===== config.mk =====
export PLATFORM = sky130hd
export DESIGN_NAME = single_to_unsigned_int
export DESIGN_NICKNAME = d
export VERILOG_FILES = /design/src/rtl/single_to_unsigned_int.sv
export SDC_FILE = /design/constraint.sdc
export NUM_CORES = 1
export LEC_CHECK = 0
export CAP_MARGIN = 10
export CORE_ASPECT_RATIO = 1.75
export CORE_UTILIZATION = 30
export CTS_BUF_LIST = sky130_fd_sc_hd__clkbuf_8
export DETAILED_ROUTE_END_ITERATION = 6
export PLACE_DENSITY = 0.47
export SKIP_LAST_GASP = 1
export SYNTH_ARGS = -nofsm -noshare
export SYNTH_HDL_FRONTEND = slang
export SYNTH_SLANG_ARGS = --single-unit

===== constraint.sdc =====
create_clock -name clk -period 3.1 [get_ports clk]
set_input_delay 0.62 -clock clk [delete_from_list [all_inputs] [get_ports clk]]
set_output_delay 0.62 -clock clk [all_outputs]
set_load 0.005 [all_outputs]

===== src/rtl/single_to_unsigned_int.sv =====
// IEEE 754 single to 32-bit unsigned integer converter, three register stages plus output register.
// Define SINGLE_TO_UNSIGNED_INT_ROUND_NEAREST_EN for round-to-nearest-even; otherwise truncates toward zero.
module single_to_unsigned_int (
  input  logic        clk,
  input  logic        rst,
  input  logic [31:0] a,
  input  logic        a_valid,
  input  logic        hold,
  output logic [31:0] z,
  output logic        z_valid,
  output logic        z_invalid
);

  logic        s1_valid_q, s1_sign_q, s1_nan_q, s1_inf_q, s1_zero_q;
  logic [7:0]  s1_exp_q;
  logic [23:0] s1_sig_q;
  logic        s1_nan_d, s1_inf_d, s1_zero_d;
  logic [23:0] s1_sig_d;

  logic        s2_valid_q, s2_sign_q, s2_nan_q, s2_inf_q, s2_big_q;
  logic [31:0] s2_int_q;
  logic        s2_big_d;
  logic [31:0] s2_int_d;
  logic [5:0]  shamt_s;
`ifdef SINGLE_TO_UNSIGNED_INT_ROUND_NEAREST_EN
  logic        s2_guard_q, s2_sticky_q;
  logic        s2_guard_d, s2_sticky_d;
  logic [55:0] shifted_s;
`endif

  logic        s3_valid_q, s3_sign_q, s3_nan_q, s3_infbig_q, s3_ovf_q;
  logic [31:0] s3_mag_q;
  logic        inc_s;
  logic [32:0] sum_s;

  logic [31:0] z_d;
  logic        z_invalid_d;
  logic [31:0] z_q;
  logic        z_valid_q, z_invalid_q;

  // Stage 1 decode: classify operand and form the significand with hidden bit.
  always_comb begin
    s1_zero_d = (a[30:23] == 8'd0);
    s1_nan_d  = (a[30:23] == 8'hFF) && (a[22:0] != 23'd0);
    s1_inf_d  = (a[30:23] == 8'hFF) && (a[22:0] == 23'd0);
    s1_sig_d  = {~s1_zero_d, a[22:0]};
  end

  // Stage 2 align: integer part sits at bits [55:24] of sig << (e-126).
  always_comb begin
    s2_big_d = (s1_exp_q >= 8'd159);
    shamt_s  = 6'(s1_exp_q - 8'd126);
`ifdef SINGLE_TO_UNSIGNED_INT_ROUND_NEAREST_EN
    shifted_s = {32'd0, s1_sig_q} << shamt_s;
    if (s1_zero_q || (s1_exp_q < 8'd126)) begin
      s2_int_d    = 32'd0;
      s2_guard_d  = 1'b0;
      s2_sticky_d = (s1_sig_q != 24'd0);
    end else begin
      s2_int_d    = shifted_s[55:24];
      s2_guard_d  = shifted_s[23];
      s2_sticky_d = (shifted_s[22:0] != 23'd0);
    end
`else
    if (s1_zero_q || (s1_exp_q < 8'd126)) begin
      s2_int_d = 32'd0;
    end else begin
      s2_int_d = 32'(({32'd0, s1_sig_q} << shamt_s) >> 24);
    end
`endif
  end

  // Stage 3 round: overflow of the increment is kept for saturation.
  always_comb begin
`ifdef SINGLE_TO_UNSIGNED_INT_ROUND_NEAREST_EN
    inc_s = s2_guard_q & (s2_sticky_q | s2_int_q[0]);
`else
    inc_s = 1'b0;
`endif
    sum_s = {1'b0, s2_int_q} + {32'd0, inc_s};
  end

  // Output resolve in priority order: NaN, positive overflow, negative non-zero, negative zero, rounding overflow.
  always_comb begin
    if (s3_nan_q) begin
      z_d = 32'd0;          z_invalid_d = 1'b1;
    end else if (!s3_sign_q && s3_infbig_q) begin
      z_d = 32'hFFFF_FFFF;  z_invalid_d = 1'b1;
    end else if (s3_sign_q && (s3_infbig_q || s3_ovf_q || (s3_mag_q != 32'd0))) begin
      z_d = 32'd0;          z_invalid_d = 1'b1;
    end else if (s3_sign_q) begin
      z_d = 32'd0;          z_invalid_d = 1'b0;
    end else if (s3_ovf_q) begin
      z_d = 32'hFFFF_FFFF;  z_invalid_d = 1'b1;
    end else begin
      z_d = s3_mag_q;       z_invalid_d = 1'b0;
    end
  end

  // Pipeline registers: reset beats hold, hold freezes everything.
  always_ff @(posedge clk) begin
    if (rst) begin
      s1_valid_q <= 1'b0; s1_sign_q <= 1'b0; s1_nan_q <= 1'b0; s1_inf_q <= 1'b0;
      s1_zero_q  <= 1'b0; s1_exp_q  <= 8'd0; s1_sig_q <= 24'd0;
      s2_valid_q <= 1'b0; s2_sign_q <= 1'b0; s2_nan_q <= 1'b0; s2_inf_q <= 1'b0;
      s2_big_q   <= 1'b0; s2_int_q  <= 32'd0;
`ifdef SINGLE_TO_UNSIGNED_INT_ROUND_NEAREST_EN
      s2_guard_q <= 1'b0; s2_sticky_q <= 1'b0;
`endif
      s3_valid_q <= 1'b0; s3_sign_q <= 1'b0; s3_nan_q <= 1'b0; s3_infbig_q <= 1'b0;
      s3_ovf_q   <= 1'b0; s3_mag_q  <= 32'd0;
      z_q <= 32'd0; z_valid_q <= 1'b0; z_invalid_q <= 1'b0;
    end else if (hold) begin
      z_q <= z_q; z_valid_q <= z_valid_q; z_invalid_q <= z_invalid_q;
    end else begin
      s1_valid_q <= a_valid;   s1_sign_q <= a[31];    s1_nan_q <= s1_nan_d;
      s1_inf_q   <= s1_inf_d;  s1_zero_q <= s1_zero_d; s1_exp_q <= a[30:23];
      s1_sig_q   <= s1_sig_d;
      s2_valid_q <= s1_valid_q; s2_sign_q <= s1_sign_q; s2_nan_q <= s1_nan_q;
      s2_inf_q   <= s1_inf_q;   s2_big_q  <= s2_big_d;  s2_int_q <= s2_int_d;
`ifdef SINGLE_TO_UNSIGNED_INT_ROUND_NEAREST_EN
      s2_guard_q <= s2_guard_d; s2_sticky_q <= s2_sticky_d;
`endif
      s3_valid_q  <= s2_valid_q; s3_sign_q <= s2_sign_q; s3_nan_q <= s2_nan_q;
      s3_infbig_q <= s2_inf_q | s2_big_q;
      s3_ovf_q    <= sum_s[32];  s3_mag_q  <= sum_s[31:0];
      z_q <= z_d; z_valid_q <= s3_valid_q; z_invalid_q <= z_invalid_d;
    end
  end

  assign z         = z_q;
  assign z_valid   = z_valid_q;
  assign z_invalid = z_invalid_q;

endmodule

==> impl_metrics.py <==
metrics = {
    "layout": {
        "fin_cells": 1181,
        "area_growth_pct": 19.72,
        "fin_nets": 896,
        "drive_above_1_share_pct": 13.53,
        "fillers": 2543,
    },
    "yosys": {
        "syn-num-nets": 849,
        "ys_seq_area_share_pct": 39.11,
        "synthFlopType": "dfxtp_1",
        "synth.distinct_cells": 63,
        "synth_top_area_share_pct": 39.11,
        "synth_common_cells": "dfxtp_1, nor2_1, mux2i_1",
        "netlist_top_cells_area": "dfxtp_1, mux2i_1, mux4_2",
        "syn_inst": 812,
        "synth_edf_count": 0,
        "ys_warn_count": 0,
        "async_reset_ff_share_pct": 0,
        "syn-cell-area_mm2": 0.007371,
        "syn_avg_cell_area_um2": 9.077,
        "ys_ff_latch": 144,
        "synth_area_leader_cell": "dfxtp_1",
        "synth_most_common_cell": "dfxtp_1",
    },
    "worst_setup_path": {
        "endpoint_kind": "register",
        "path_buf_inv": 0,
        "crit_family": "simple AND/OR/NAND/NOR gates",
        "start_kind": "register",
        "cpMaxStageDelayCell": "or4_1",
        "cp-startpoint": "s1_exp_q[3]",
        "rrSetupSlack_ns": 0.47,
        "path_class": "reg2reg",
        "reg2reg_depth": 6,
        "crit_cells": 6,
        "rr_startpoint": "s1_exp_q[3]",
        "cp.required_ns": 3.51,
        "path_cells": "and3_4 -> a41oi_2 -> or4_1 -> nor3_4 -> a32oi_1 -> o21ai_1",
        "crit_fanout": 8,
        "cpPeakStageDelay_ns": 0.69,
        "critPathArrivalTime_ns": 3.05,
        "crit_end": "s2_int_q[9]",
        "r2r_end": "s2_int_q[9]",
    },
    "timing": {
        "hold_viol": 0,
        "finClkSkew_ns": 0.01153,
        "max_freq_ghz": 0.3796,
        "slew_headroom_pct": 35.06,
        "fin_crit_sh_pct": 84.97,
        "fin_crit_ns": 2.634,
        "rsz0062_at_grt": "false",
        "worst_pin_slew_ns": 0.9728,
        "setup_violations": 0,
        "finalSetupTns_ns": 0,
        "drv_slew": 0,
        "hold_ws_ns": 0.4273,
    },
    "status": {
        "outcome": "finished, final reports clean",
    },
    "cts": {
        "cts-resized-gates": 0,
        "postCtsSetupRepairBufs": 0,
        "clk_path_buf_depth": 2,
        "insertion_delay_ns": 0.48,
        "cts_inserted_buffers": 17,
        "htreeDepth": 4,
        "clk_pin_slew_ns": 0.08,
        "cts_tree": "yes",
        "cts_root_buf": "clkbuf_8",
        "cts_hold_buffers": 0,
        "cts_sinks": 144,
    },
    "detailed_routing": {
        "ant_nets": 0,
        "via_per_inst": 5.279,
        "firstDrtPassIters": 5,
        "drt_iter0_drc": 342,
        "vias": 6234,
        "routed_wl_um": 22890,
        "drc": 0,
        "drt-wirelength-per-cell_um": 19.38,
    },
    "placed_design": {
        "port_buffers": 69,
        "place_hpwl_um": 17300,
        "dp_cells": 1148,
        "gp_congestion": 0.9892,
    },
    "run": {
        "drv_cap": 0,
    },
    "grt": {
        "gr-usage-met1_pct": 19.61,
        "use_met3_pct": 3.832,
        "grt_pass1_wl_um": 36400,
        "busiest_layer": "met2",
        "grtUsageTotal_pct": 19.16,
        "grt_pass1_vias": 6171,
        "overflow": 0,
        "antenna_found_initial": 0,
        "grt_use_met2_pct": 34.74,
        "grt_max_degree": 85,
    },
    "hold_path": {
        "hold_path_class": "in2reg",
        "hold_depth": 2,
        "hold_start": "rst",
    },
    "power": {
        "peakVddDrop_v": 0.0002110,
        "leakagePower_uw": 0.003211,
        "p_total_uw": 4151,
        "powerDensity_mw_per_mm2": 470.4,
    },
    "die": {
        "die_x_um": 120.5,
        "ios": 70,
        "die_area_mm2": 0.02523,
        "dieHeight_um": 209.4,
        "core_area_mm2": 0.02402,
        "start_util_pct": 30.68,
        "rows": 75,
    },
}
==> kinds of logic after synthesis <==
kind of cell / after synthesis / share of synthesized area (%)
buf+inv: 70 / 4.295
flops: 144 / 39.11
simple gates: 262 / 16.26
compound gates: 186 / 15.62
fa+ha+maj: 1 / 0.1697
xor+xnor: 7 / 1.392
mux: 142 / 23.15
==> sequential cells by signal (all words and copies together), names as in the netlist <==
| register | flops |
|---|---|
| s3_sign_q | 1 |
| s3_nan_q | 1 |
| s2_big_q | 1 |
| s3_infbig_q | 1 |
| z | 32 |
| s1_sig_q | 24 |
| s1_nan_q | 1 |
| s1_sign_q | 1 |
| s3_mag_q | 32 |
| s3_valid_q | 1 |
| s2_valid_q | 1 |
| s2_nan_q | 1 |
| s2_inf_q | 1 |
| s1_exp_q | 8 |
| s2_sign_q | 1 |
| z_valid | 1 |
| z_invalid | 1 |
| s1_zero_q | 1 |
| s2_int_q | 32 |
| s1_inf_q | 1 |
| s1_valid_q | 1 |
==> worst min-delay path by stage <==
| stage | endpoint | slack [ns] |
|---|---|---|
| final | s2_int_q[9] | 0.43 |
| after global routing | s2_int_q[9] | 0.40 |
| after global placement | s2_int_q[16] | 0.43 |
| after CTS | s2_int_q[9] | 0.38 |
| after detailed placement | s2_int_q[18] | 0.43 |
| after floorplan | s2_int_q[0] | 0.41 |
==> report_power, final <==
part	internal (uW)	switching, uW	total (uW)	leakage [uW]
Sequential	1880	53.4	1930	0.00117
Clock	850	751	1600	0.000223
Combinational	263	353	615	0.00182
Total	2990	1160	4150	0.00321
==> layer usage <==
metal	vias to the layer above	wire (um)
met5	-	0
met4	0	1319
met3	65	716
met2	156	12270
met1	2968	8588
li1	3045	-
==> cell usage in the layout (no fill, tap or decap), drive strengths merged, types with 5 or more instances in the layout <==
cell           netlist  layout
a221o                5       5
buf                 33      31
o22ai                7       7
mux4                19      19
mux2                23      23
dfxtp              144     144
a22oi               15      15
nand2               84      84
o21ai               62      62
clkdlybuf4s50        0      67
nor4                17      17
clkbuf              37      20
nor2               105     105
a21oi               54      54
a32oi                6       6
nor2b                5       5
nor3                10      10
o211ai               7       7
nand3               15      15
mux2i              100     100
==> area by class of cell <==
type                    instances  area [um2]  area share, %
repair buffers                 98       957.2          10.85
flip-flops and latches        144        2884          32.68
clock inverters                12       141.4          1.602
multi-input cells             598        4179          47.36
diodes                          1       2.502        0.02836
well taps                     308       385.4          4.367
clock buffers                  20       275.3          3.119
==> per-stage QoR <==
stage	util [%]	setup slack [ns]	instance area (um2)
floorplan	-	0.8438	7371
global placement	34.99	0.4642	8406
detailed placement	34.99	0.4933	8406
CTS	36.72	0.4816	8822
global route	36.72	0.3132	8822
finish	36.73	0.4659	8825
No activity file was read; power rests on OpenSTA's default activity.
